<file path="src/rtl/kl_fetch_pkg.sv">
// Shared types and constants for the paired-instruction fetch queue.
// Holds the NOP encoding, the stored-pair payload and the address widths.
package kl_fetch_pkg;

    localparam int unsigned PC_W    = 8;
    localparam int unsigned IR_W    = 16;
    localparam int unsigned MADDR_W = 9;

    localparam logic [IR_W-1:0] NOP = 16'h0000;

    // One queue entry: both slot instructions, the even address, and a flag
    // that blanks the even slot when a redirect entered on an odd address.
    typedef struct packed {
        logic [IR_W-1:0] ir0;
        logic [IR_W-1:0] ir1;
        logic [PC_W-1:0] pc;
        logic            kill0;
    } fetch_pair_t;

    // Instruction memory address for one slot of the pair at pc[7:1].
    function automatic logic [MADDR_W-1:0] slot_addr(input logic [PC_W-2:0] hi,
                                                      input logic            odd);
        return {1'b0, hi, odd};
    endfunction

endpackage

</file>
<file path="src/rtl/fetchq_fifo.sv">
// Circular buffer of fetched instruction pairs.
// Ports:
//   clk      - clock
//   i_rst_n  - synchronous active-low reset
//   i_push   - write i_wdata at the tail
//   i_pop    - release the head entry (ignored when empty)
//   i_flush  - discard all entries; wins over push and pop
//   i_wdata  - pair to store
//   o_head   - head entry, all zero when empty
//   o_valid  - at least one entry stored
//   o_count  - number of stored entries
module fetchq_fifo
    import kl_fetch_pkg::*;
#(
    parameter int unsigned DEPTH = 4
) (
    input  logic                     clk,
    input  logic                     i_rst_n,
    input  logic                     i_push,
    input  logic                     i_pop,
    input  logic                     i_flush,
    input  fetch_pair_t              i_wdata,
    output fetch_pair_t              o_head,
    output logic                     o_valid,
    output logic [$clog2(DEPTH):0]   o_count
);

    localparam int unsigned PTR_W = $clog2(DEPTH);
    localparam int unsigned CNT_W = PTR_W + 1;

    fetch_pair_t        r_mem [DEPTH];
    logic [PTR_W-1:0]   r_head;
    logic [PTR_W-1:0]   r_tail;
    logic [CNT_W-1:0]   r_count;

    logic               w_do_push;
    logic               w_do_pop;

    assign w_do_pop  = i_pop && (r_count != '0);
    // A full buffer still accepts a push when the head leaves in the same cycle.
    assign w_do_push = i_push && ((r_count != CNT_W'(DEPTH)) || w_do_pop);

    // Payload storage needs no reset; the head is gated by o_valid.
    always_ff @(posedge clk) begin
        if (w_do_push && !i_flush) begin
            r_mem[r_tail] <= i_wdata;
        end
    end

    // Pointers wrap naturally because DEPTH is a power of two.
    always_ff @(posedge clk) begin
        if (!i_rst_n) begin
            r_head  <= '0;
            r_tail  <= '0;
            r_count <= '0;
        end else if (i_flush) begin
            r_head  <= '0;
            r_tail  <= '0;
            r_count <= '0;
        end else begin
            if (w_do_push) begin
                r_tail <= r_tail + PTR_W'(1);
            end
            if (w_do_pop) begin
                r_head <= r_head + PTR_W'(1);
            end
            case ({w_do_push, w_do_pop})
                2'b10:   r_count <= r_count + CNT_W'(1);
                2'b01:   r_count <= r_count - CNT_W'(1);
                default: r_count <= r_count;
            endcase
        end
    end

    assign o_valid = (r_count != '0);
    assign o_count = r_count;
    assign o_head  = o_valid ? r_mem[r_head] : '0;

endmodule

</file>
<file path="src/rtl/fetch_queue.sv">
// Paired instruction fetch queue: issues even/odd instruction memory reads,
// buffers the returned pairs and presents the head pair to the consumer.
// Optional build macro FETCHQ_ODD_ENTRY_EN: a redirect to an odd address
// blanks the even slot of the first pair fetched afterwards with NOP.
// Ports:
//   clk                      - clock
//   rst                      - synchronous active-low reset
//   p0_IM_maddr/p1_IM_maddr  - even/odd instruction memory address
//   p0_IM_rdata/p1_IM_rdata  - even/odd instruction, one cycle after address
//   fetch_next               - consumer takes the head pair
//   redirect, redirect_pc    - flush and refetch from redirect_pc
//   pair_valid               - head pair present
//   p0_IR_out/p1_IR_out      - head pair instructions
//   p0_PC_out/p1_PC_out      - head pair addresses
module fetch_queue
    import kl_fetch_pkg::*;
#(
    parameter int unsigned DEPTH = 4
) (
    input  logic               clk,
    input  logic               rst,
    output logic [MADDR_W-1:0] p0_IM_maddr,
    output logic [MADDR_W-1:0] p1_IM_maddr,
    input  logic [IR_W-1:0]    p0_IM_rdata,
    input  logic [IR_W-1:0]    p1_IM_rdata,
    input  logic               fetch_next,
    input  logic               redirect,
    input  logic [MADDR_W-1:0] redirect_pc,
    output logic               pair_valid,
    output logic [IR_W-1:0]    p0_IR_out,
    output logic [IR_W-1:0]    p1_IR_out,
    output logic [PC_W-1:0]    p0_PC_out,
    output logic [PC_W-1:0]    p1_PC_out
);

    localparam int unsigned CNT_W = $clog2(DEPTH) + 1;
    localparam int unsigned SUM_W = CNT_W + 1;
    localparam int unsigned HI_W  = PC_W - 1;

    logic [HI_W-1:0]  r_fetch_hi;
    logic             r_inflight;
    logic [HI_W-1:0]  r_inflight_hi;
    logic             r_inflight_kill0;
    logic             r_kill0_pend;

    logic [CNT_W-1:0] w_count;
    logic             w_valid;
    logic             w_issue;
    logic             w_push;
    logic             w_pop;
    logic             w_kill0_on_redirect;
    fetch_pair_t      w_wdata;
    fetch_pair_t      w_head;
    logic             w_unused;

`ifdef FETCHQ_ODD_ENTRY_EN
    assign w_kill0_on_redirect = redirect_pc[0];
`else
    assign w_kill0_on_redirect = 1'b0;
`endif

    // Bit 8 of the address space is never fetched; bit 0 is only a hint.
    assign w_unused = ^{redirect_pc[MADDR_W-1], redirect_pc[0]};

    // Reserve a slot for the in-flight pair so a return always has room.
    assign w_issue = !redirect &&
                     ((SUM_W'(w_count) + SUM_W'(r_inflight)) < SUM_W'(DEPTH));
    assign w_push  = r_inflight && !redirect;
    assign w_pop   = fetch_next && !redirect;

    assign w_wdata.ir0   = p0_IM_rdata;
    assign w_wdata.ir1   = p1_IM_rdata;
    assign w_wdata.pc    = {r_inflight_hi, 1'b0};
    assign w_wdata.kill0 = r_inflight_kill0;

    fetchq_fifo #(
        .DEPTH (DEPTH)
    ) u_fifo (
        .clk     (clk),
        .i_rst_n (rst),
        .i_push  (w_push),
        .i_pop   (w_pop),
        .i_flush (redirect),
        .i_wdata (w_wdata),
        .o_head  (w_head),
        .o_valid (w_valid),
        .o_count (w_count)
    );

    // Fetch address, in-flight tracking and pending odd-entry blanking.
    always_ff @(posedge clk) begin
        if (!rst) begin
            r_fetch_hi       <= '0;
            r_inflight       <= 1'b0;
            r_inflight_hi    <= '0;
            r_inflight_kill0 <= 1'b0;
            r_kill0_pend     <= 1'b0;
        end else if (redirect) begin
            r_fetch_hi       <= redirect_pc[PC_W-1:1];
            r_inflight       <= 1'b0;
            r_inflight_kill0 <= 1'b0;
            r_kill0_pend     <= w_kill0_on_redirect;
        end else begin
            r_inflight <= w_issue;
            if (w_issue) begin
                r_inflight_hi    <= r_fetch_hi;
                r_inflight_kill0 <= r_kill0_pend;
                r_kill0_pend     <= 1'b0;
                r_fetch_hi       <= r_fetch_hi + HI_W'(1);
            end
        end
    end

    assign p0_IM_maddr = slot_addr(r_fetch_hi, 1'b0);
    assign p1_IM_maddr = slot_addr(r_fetch_hi, 1'b1);

    // Empty head reads as all zero, so kill0 and pc are zero then too.
    assign pair_valid = w_valid;
    assign p0_IR_out  = w_head.kill0 ? NOP : w_head.ir0;
    assign p1_IR_out  = w_head.ir1;
    assign p0_PC_out  = w_head.pc;
    assign p1_PC_out  = w_valid ? (w_head.pc + PC_W'(1)) : '0;

endmodule
</file>
<file path="config.mk">
export PLATFORM = sky130hd
export DESIGN_NAME = fetch_queue
export DESIGN_NICKNAME = d
export VERILOG_FILES = /design/src/rtl/kl_fetch_pkg.sv /design/src/rtl/fetchq_fifo.sv /design/src/rtl/fetch_queue.sv
export SDC_FILE = /design/constraint.sdc
export NUM_CORES = 1
export LEC_CHECK = 0
export CAP_MARGIN = 10
export CORE_ASPECT_RATIO = 0.75
export CORE_MARGIN = 4
export CORE_UTILIZATION = 41
export CTS_BUF_LIST = sky130_fd_sc_hd__clkbuf_2
export CTS_CLUSTER_SIZE = 20
export DETAILED_ROUTE_END_ITERATION = 10
export PLACE_DENSITY = 0.66
export SETUP_SLACK_MARGIN = 0.4
export SYNTH_ARGS = -nofsm -noshare
export SYNTH_HDL_FRONTEND = slang
export SYNTH_SLANG_ARGS = --single-unit
</file>
<file path="constraint.sdc">
create_clock -name clk -period 2.6 [get_ports clk]
set_clock_uncertainty 0.1 [all_clocks]
set_input_delay 0.52 -clock clk [delete_from_list [all_inputs] [get_ports clk]]
set_output_delay 0.52 -clock clk [all_outputs]
set_load 0.05 [all_outputs]
</file>
==> run_results.csv, run 1 <==
group,metric,value,unit
pwr,switching_share,24.0,%
routing,drcViolationCount,0,
run_status,violations,"negative setup slack",
synthesis,synth_edf_count,156,
cells_and_area,layout-drive-gt1-share,42.5,%
synthesis,synth_area_leader_cell,"sky130_fd_sc_hd__edfxtp_1",
synthesis,synthArstFlopShare,0,%
cells_and_area,sequential_cell_area,5180,µm²
cts,path_clk_slew,0.27,ns
routing,via_per_inst,5.05,
run_status,run_status,"finished with violations",
cts,clockBufferDepth,2,
cells_and_area,finish.net_count,589,
global_routing,grt_usage,15.4,%
routing,dr.first_iter.drc_count,276,
routing,antenna_violating_nets_left,0,
floorplan,initial_core_util,42.3,%
floorplan,die_area,19800,µm²
setup_path,path_max_fanout,6,
cells_and_area,diodes,0,
floorplan,num_rows,41,
place,place.detailed.hpwl,8800,µm
pwr,total_power,4.97,mW
timing,worst_pin_slew,0.545,ns
global_routing,first_global_vias,4127,
routing,wirelength,14900,µm
floorplan,coreArea,17100,µm²
cts,number_of_clock_buffers_inserted_by_tritoncts,17,
pwr,sequentialPowerShare,64.3,%
pwr,power.density_cell_area,523,nW/µm²
cts,tritoncts,"built",
synthesis,postSynthRegisterBits,180,
cells_and_area,area_growth_syn_to_layout,31.5,%
global_routing,grt_first_pass_wirelength,23100,µm
timing,unrepaired_setup_endpoints_after_global_routing,"yes",
timing,setup_failing_eps_final,46,
floorplan,die_w,161,µm
synthesis,synth-main-ff-cell,"sky130_fd_sc_hd__edfxtp_1",
setup_path,setup.worst_path.class,"reg2out",
timing,postLayoutSetupSlackWorst,-0.250,ns
cts,cts_num_sinks,180,
timing,relSlewSlack,63.5,%
synthesis,postSynthAreaPerCell,17.8,µm²
pwr,power.combinational.fraction,8.6,%
pwr,power.share.clock,27.1,%
pwr,p_switching,1.19,mW
synthesis,post_synth_instance_area,7230,µm²
cells_and_area,multi_input_area,2040,µm²
timing,min_period_over_period,110,%
cells_and_area,postLayoutCoreUtil,55.7,%
floorplan,number_of_ports_placed_on_the_die_boundary,112,
routing,num_vias,3969,
setup_path,endpoint_kind,"output pin",
synthesis,synth-seq-area-share,71.4,%
synthesis,synthTopCellsByArea,"sky130_fd_sc_hd__edfxtp_1 65%, sky130_fd_sc_hd__mux4_2 12%, sky130_fd_sc_hd__dfxtp_1 6.6%",
timing,minimum_clock_period_after_layout,2.85,ns
place,place_worst_setup_slack,-0.166,ns
place,place_congestion,0.811,
synthesis,synth_cells,407,
global_routing,grt_remaining_overflow,0,
timing,hold_violations,0,
cells_and_area,fillerInstances,1314,
pwr,internal_power,3.78,mW
pwr,ir_drop,266,µV
floorplan,die_y,123,µm
global_routing,maximum_number_of_pins_on_one_net_before_global_route_repair,24,
cts,clk_root_buffer_cell,"sky130_fd_sc_hd__clkbuf_2",
cts,cts_hold_buf,0,
worst_hold_path,min_path_type,"in2reg",
pwr,total_leakage_power,3.23,nW
routing,detail_route.first_pass.iterations,4,
setup_path,critPathArrivalTime,2.23,ns
flow_run,timing.max_cap.violations,0,
cts,htree_num_levels,4,
synthesis,synth_top_cell_area_share,64.8,%
cts,worstSkewPairLatency,0.73,ns
synthesis,synth_warnings,0,
global_routing,grt_antenna_before_repair,0,
routing,routedWlPerCell,18.9,µm
synthesis,synth.distinct_cells,42,
place,numPortBuffers,104,
setup_path,critical_path_required,1.98,ns
setup_path,cp-start-kind,"register",
timing,achievable-frequency,351,MHz
timing,slew_viol_final,0,
==> power groups by stage <==
stage / clock [mW] / combinational, mW / sequential (mW)
CTS: 1.40 / 0.425 / 3.20
global route: 1.51 / 0.455 / 3.20
global placement: 0 / 0.388 / 3.26
finish: 1.35 / 0.429 / 3.20
floorplan: 0 / 0.211 / 3.28
detailed placement: 0 / 0.393 / 3.26
==> critical path, stage by stage, from the launching register on <==
cell,delay (ns)
sky130_fd_sc_hd__dfxtp_4,0.42
sky130_fd_sc_hd__buf_12,0.14
sky130_fd_sc_hd__buf_12,0.13
sky130_fd_sc_hd__mux4_2,0.52
sky130_fd_sc_hd__nor2b_4,0.16
sky130_fd_sc_hd__buf_6,0.15
==> metrics by stage <==
step / cells / hold WS, ns / cell area [µm²] / setup TNS, ns
after floorplan: 410 / 0.360 / 7370 / 0
after global routing: 786 / 0.234 / 9510 / -16.43
after global placement: 733 / 0.386 / 8640 / -0.107
after detailed placement: 733 / 0.399 / 8640 / -0.166
final: 786 / 0.284 / 9510 / -10.05
after CTS: 784 / 0.219 / 9400 / -13.81
==> synth_stat cells, types with 3 or more instances <==
library cell	n
sky130_fd_sc_hd__edfxtp_1	156
sky130_fd_sc_hd__nor2b_1	40
sky130_fd_sc_hd__mux4_2	39
sky130_fd_sc_hd__dfxtp_1	24
sky130_fd_sc_hd__buf_4	22
sky130_fd_sc_hd__o21ai_0	14
sky130_fd_sc_hd__nand2_1	10
sky130_fd_sc_hd__clkbuf_1	9
sky130_fd_sc_hd__nand3_1	9
sky130_fd_sc_hd__nor2_1	9
sky130_fd_sc_hd__inv_1	7
sky130_fd_sc_hd__buf_2	6
sky130_fd_sc_hd__ha_1	6
sky130_fd_sc_hd__a21oi_1	5
sky130_fd_sc_hd__nor3_1	5
sky130_fd_sc_hd__xor2_1	5
sky130_fd_sc_hd__and3_1	4
sky130_fd_sc_hd__nand2b_1	4
sky130_fd_sc_hd__a31oi_1	3
sky130_fd_sc_hd__buf_6	3
sky130_fd_sc_hd__o31ai_1	3
==> placed cells by master (no fill, tap or decap), types with 14 or more instances in the layout <==
master,count
sky130_fd_sc_hd__mux4_2,39
sky130_fd_sc_hd__buf_4,26
sky130_fd_sc_hd__clkdlybuf4s50_1,42
sky130_fd_sc_hd__nor2b_2,16
sky130_fd_sc_hd__buf_6,49
sky130_fd_sc_hd__nor2b_4,22
sky130_fd_sc_hd__edfxtp_1,156
sky130_fd_sc_hd__o21ai_0,14
sky130_fd_sc_hd__clkbuf_2,17
sky130_fd_sc_hd__dfxtp_1,15
==> path summary, 6_finish.rpt <==
path,start,to,slack (ns),depth (start not counted)
setup / recovery,register,p0_PC_out[5],-0.25,5
hold / removal,redirect_pc[6],r_fetch_hi[5],0.28,3
setup reg to reg,u_fifo.o_count[1],u_fifo.o_count[2],0.42,10
hold reg to reg,r_inflight_hi[3],r_inflight_hi[3],0.42,2
==> repair_timing <==
item | CTS | global route
pin swaps | 3 | 1
gates cloned | 5 | 1
setup buffers | 14 | 1
setup endpoints to repair | 63 | 55
resized for setup | 167 | 23
==> layout make-up <==
cell class,instances,area share (%)
flip-flops and latches,180,54.5
multi-input cells,182,21.4
repair buffers,148,18.2
well taps,236,3.10
clock inverters,15,1.46
clock buffers,17,0.895
inverters,8,0.395
==> kinds of logic (layout without fill, tap and decap cells) <==
family,Yosys count,count (layout),synth area share [%]
flip-flops,180,180,71.4
AND/OR/NAND/NOR,91,91,7.27
buffers and inverters,48,188,4.05
multiplexers,40,40,12.3
AO/OA/AOI/OAI,34,34,2.96
adder cells (fa/ha/maj),7,7,1.31
XOR/XNOR,5,5,0.606
other,2,5,0.104
==> per-layer routing <==
| layer | wire, µm | global-route usage [%] |
|---|---|---|
| met5 | 0 | 0 |
| met4 | 213 | 4.95 |
| met3 | 715 | 3.07 |
| met2 | 7100 | 24.5 |
| met1 | 6840 | 21.8 |
==> registers in the layout (all words and copies together), names as in the netlist, named ones only <==
| signal | count |
|---|---|
| u_fifo.r_mem | 156 |
| r_fetch_hi | 7 |
| r_inflight_hi | 7 |
| u_fifo.o_count | 3 |
| u_fifo.r_head | 2 |
| u_fifo.r_tail | 2 |
| r_inflight | 1 |
Note: power is estimated with default switching activity, not from simulation.
==> run 2: changes to the inputs <==
Settings changed: ABC_AREA set to 1.
==> run 2 against run 1 <==
- the run still ends with negative setup slack left
- register-to-register slack better by 0.10 ns
- non-clock buffer count is 6 higher
- sequential share of layout area is 6.1 points lower
- clock power is 7% higher
- routed wire length is 29% higher
- via count is 33% higher
- synthesized cell count is 60% higher
- critical path depth is 2 higher
- area after synthesis is 2.2% higher
- utilization is 5.0 points higher
- clock-buffer cell count stayed put
- critical path type unchanged
- largest cell class unchanged
- largest power group unchanged
==> run_results.csv, run 2 <==
group,metric,value,unit
place,place_congestion,0.758,
synthesis,synth.distinct_cells,25,
timing,setup_failing_eps_final,46,
synthesis,postSynthRegisterBits,180,
pwr,power.density_cell_area,477,nW/µm²
cts,cts_num_sinks,180,
synthesis,synth_cells,653,
synthesis,synth_top_cell_area_share,63.4,%
cells_and_area,finish.net_count,832,
pwr,power.share.clock,28.4,%
run_status,run_status,"finished with violations",
pwr,total_leakage_power,3.72,nW
pwr,p_switching,1.36,mW
floorplan,die_area,20300,µm²
cells_and_area,area_growth_syn_to_layout,45.1,%
routing,wirelength,19200,µm
setup_path,r2r_start,"u_fifo.o_count[1]",
routing,via_per_inst,5.11,
global_routing,grt_antenna_before_repair,0,
synthesis,synth_top_cells_by_count,"186 x sky130_fd_sc_hd__nor2_1, 156 x sky130_fd_sc_hd__edfxtp_1, 70 x sky130_fd_sc_hd__o21ai_0, 52 x sky130_fd_sc_hd__a21oi_1, 33 x sky130_fd_sc_hd__nand2_1",
cells_and_area,layout-drive-gt1-share,37.1,%
cells_and_area,largest_register_ff_count,156,
cts,clk_root_buffer_cell,"sky130_fd_sc_hd__clkbuf_2",
flow_run,timing.max_cap.violations,0,
setup_path,critical_path_required,1.98,ns
synthesis,post_synth_instance_area,7390,µm²
worst_hold_path,min_path_type,"in2reg",
synthesis,synth-main-ff-cell,"sky130_fd_sc_hd__edfxtp_1",
synthesis,yosys.cell_count.top_type,"sky130_fd_sc_hd__nor2_1",
timing,worst_pin_slew,0.521,ns
setup_path,reg2reg_setup_slack,0.52,ns
synthesis,synthTopCellsByArea,"sky130_fd_sc_hd__edfxtp_1 63%, sky130_fd_sc_hd__nor2_1 9.4%, sky130_fd_sc_hd__dfxtp_1 6.5%",
cells_and_area,layout_common_cells,"156 x sky130_fd_sc_hd__edfxtp_1, 140 x sky130_fd_sc_hd__nor2_1, 60 x sky130_fd_sc_hd__buf_12",
setup_path,setup.worst_path.class,"reg2out",
timing,postLayoutSetupSlackWorst,-0.241,ns
setup_path,endpoint_kind,"output pin",
routing,routedWlPerCell,18.6,µm
timing,final.setup.tns,-7.82,ns
synthesis,synth_warnings,0,
global_routing,grt_usage,17.6,%
cts,tritoncts,"built",
timing,hold_violations,0,
setup_path,r2r-end,"u_fifo.o_count[2]",
floorplan,coreArea,17700,µm²
global_routing,grt_first_pass_wirelength,27800,µm
setup_path,ff2ff_path_depth,11,
global_routing,first_global_vias,5178,
synthesis,postSynthAreaPerCell,11.3,µm²
setup_path,path_max_fanout,10,
pwr,internal_power,3.76,mW
run_status,violations,"negative setup slack",
cts,number_of_clock_buffers_inserted_by_tritoncts,17,
synthesis,synthArstFlopShare,0,%
setup_path,cp-start-kind,"register",
pwr,ir_drop,275,µV
floorplan,die_w,163,µm
routing,num_vias,5298,
routing,antenna_violating_nets_left,0,
routing,detail_route.first_pass.iterations,5,
timing,minimum_clock_period_after_layout,2.84,ns
pwr,sequentialPowerShare,62.8,%
timing,slew_viol_final,0,
cts,clockBufferDepth,2,
cells_and_area,mostFrequentLayoutCell,"sky130_fd_sc_hd__edfxtp_1",
worst_hold_path,timing.hold.worst_endpoint,"r_fetch_hi[4]",
cts,cts_hold_buf,0,
timing,achievable-frequency,352,MHz
setup_path,critPathArrivalTime,2.22,ns
timing,unrepaired_setup_endpoints_after_global_routing,"yes",
routing,dr.first_iter.drc_count,326,
worst_hold_path,hold-path-cell-count,5,
cts,worstSkewPairLatency,0.74,ns
cells_and_area,top_register,"u_fifo.r_mem",
floorplan,initial_core_util,41.9,%
global_routing,maximum_number_of_pins_on_one_net_before_global_route_repair,40,
cts,htree_num_levels,4,
floorplan,number_of_ports_placed_on_the_die_boundary,112,
cts,path_clk_slew,0.29,ns
routing,drcViolationCount,0,
synthesis,synth-seq-area-share,69.9,%
pwr,switching_share,26.5,%
timing,relSlewSlack,65.3,%
floorplan,num_rows,42,
place,numPortBuffers,104,
cells_and_area,largest_registers,"u_fifo.r_mem (156), r_fetch_hi (7), r_inflight_hi (7)",
place,place.detailed.hpwl,10000,µm
synthesis,synth_edf_count,156,
worst_hold_path,min_from,"redirect_pc[5]",
timing,worst_hold_slack,0.271,ns
synthesis,synth_area_leader_cell,"sky130_fd_sc_hd__edfxtp_1",
cells_and_area,fillerInstances,1359,
timing,min_period_over_period,109,%
floorplan,die_y,124,µm
global_routing,grt_remaining_overflow,0,
pwr,power.combinational.fraction,8.8,%
-- run 2: cell types whose count changed in the layout (fill, tap and decap cells not counted), moves of 30 or more --
cell / before / now
sky130_fd_sc_hd__a21oi_2: 1 / 31
sky130_fd_sc_hd__buf_12: 12 / 60
sky130_fd_sc_hd__buf_6: 49 / 5
sky130_fd_sc_hd__mux4_2: 39 / 0
sky130_fd_sc_hd__nor2_1: 9 / 140
sky130_fd_sc_hd__o21ai_1: 0 / 39
-- run 2: what timing repair did --
action,in CTS,in global routing
cloned,10,9
gates resized for setup,190,115
pin swaps,31,48
hold endpoints to repair,0,0
setup buffers,11,3
endpoints found under the setup margin,62,61
-- run 2: critical path: stages, from the launching register on --
cell and delay (ns):
sky130_fd_sc_hd__dfxtp_4 0.47, sky130_fd_sc_hd__buf_4 0.16, sky130_fd_sc_hd__buf_12 0.13, sky130_fd_sc_hd__nor2_1 0.05
sky130_fd_sc_hd__nor2_1 0.12, sky130_fd_sc_hd__o21ai_1 0.12, sky130_fd_sc_hd__a21oi_2 0.26, sky130_fd_sc_hd__buf_12 0.18
-- run 2: through the flow --
stage                     worst slack (ns)  std cells  instance area, µm²  util (%)  power (mW)
after CTS                           -0.220       1023               10100      57.1        5.11
after global placement              0.0645        970                9370      53.1        3.68
after floorplan                      0.220        656                7620         -        3.50
after global routing                -0.364       1035               10700      60.7        5.28
final                               -0.241       1036               10700      60.7        5.11
after detailed placement            0.0231        970                9370      53.1        3.69
-- run 2: logic make-up after synthesis --
logic type	synth area share, %
AND/OR/NAND/NOR	12.4
XOR/XNOR	0.474
buffers and inverters	6.06
flip-flops	69.9
adder cells (fa/ha/maj)	1.29
other	0.102
AO/OA/AOI/OAI	9.79
-- run 2: worst max path at each step --
| stage | end | cells past startpoint |
|---|---|---|
| finish | p1_IR_out[9] | 7 |
| global placement | u_fifo.o_count[2] | 11 |
| floorplan | u_fifo.r_mem[0][0] | 3 |
| detailed placement | u_fifo.o_count[2] | 11 |
| global route | p1_IR_out[9] | 7 |
| CTS | p0_IR_out[2] | 8 |
-- run 2: final cells by class --
| cell class | instances | area, µm² | share of cell area (%) |
|---|---|---|---|
| flip-flops and latches | 180 | 5190 | 48.4 |
| repair inverters | 2 | 32.5 | 0.303 |
| inverters | 29 | 140 | 1.31 |
| repair buffers | 154 | 2380 | 22.2 |
| clock buffers | 17 | 85.1 | 0.794 |
| diodes | 1 | 2.50 | 0.0233 |
| clock inverters | 15 | 168 | 1.56 |
| multi-input cells | 396 | 2410 | 22.5 |
| well taps | 242 | 303 | 2.82 |
-- run 2: layer usage --
layer	share of wire (%)	track usage, %
met1	42	22.8
met2	50	29.6
met3	6.4	4.33
met4	1.3	5.23
met5	0	0
-- run 2: power by group through the flow --
stage	sequential [mW]	clock, mW	combinational (mW)
6_report	3.21	1.45	0.452
5_1_grt	3.22	1.59	0.480
4_1_cts	3.21	1.47	0.430
3_5_place_dp	3.27	0	0.422
3_3_place_gp	3.27	0	0.413
2_1_floorplan	3.29	0	0.211
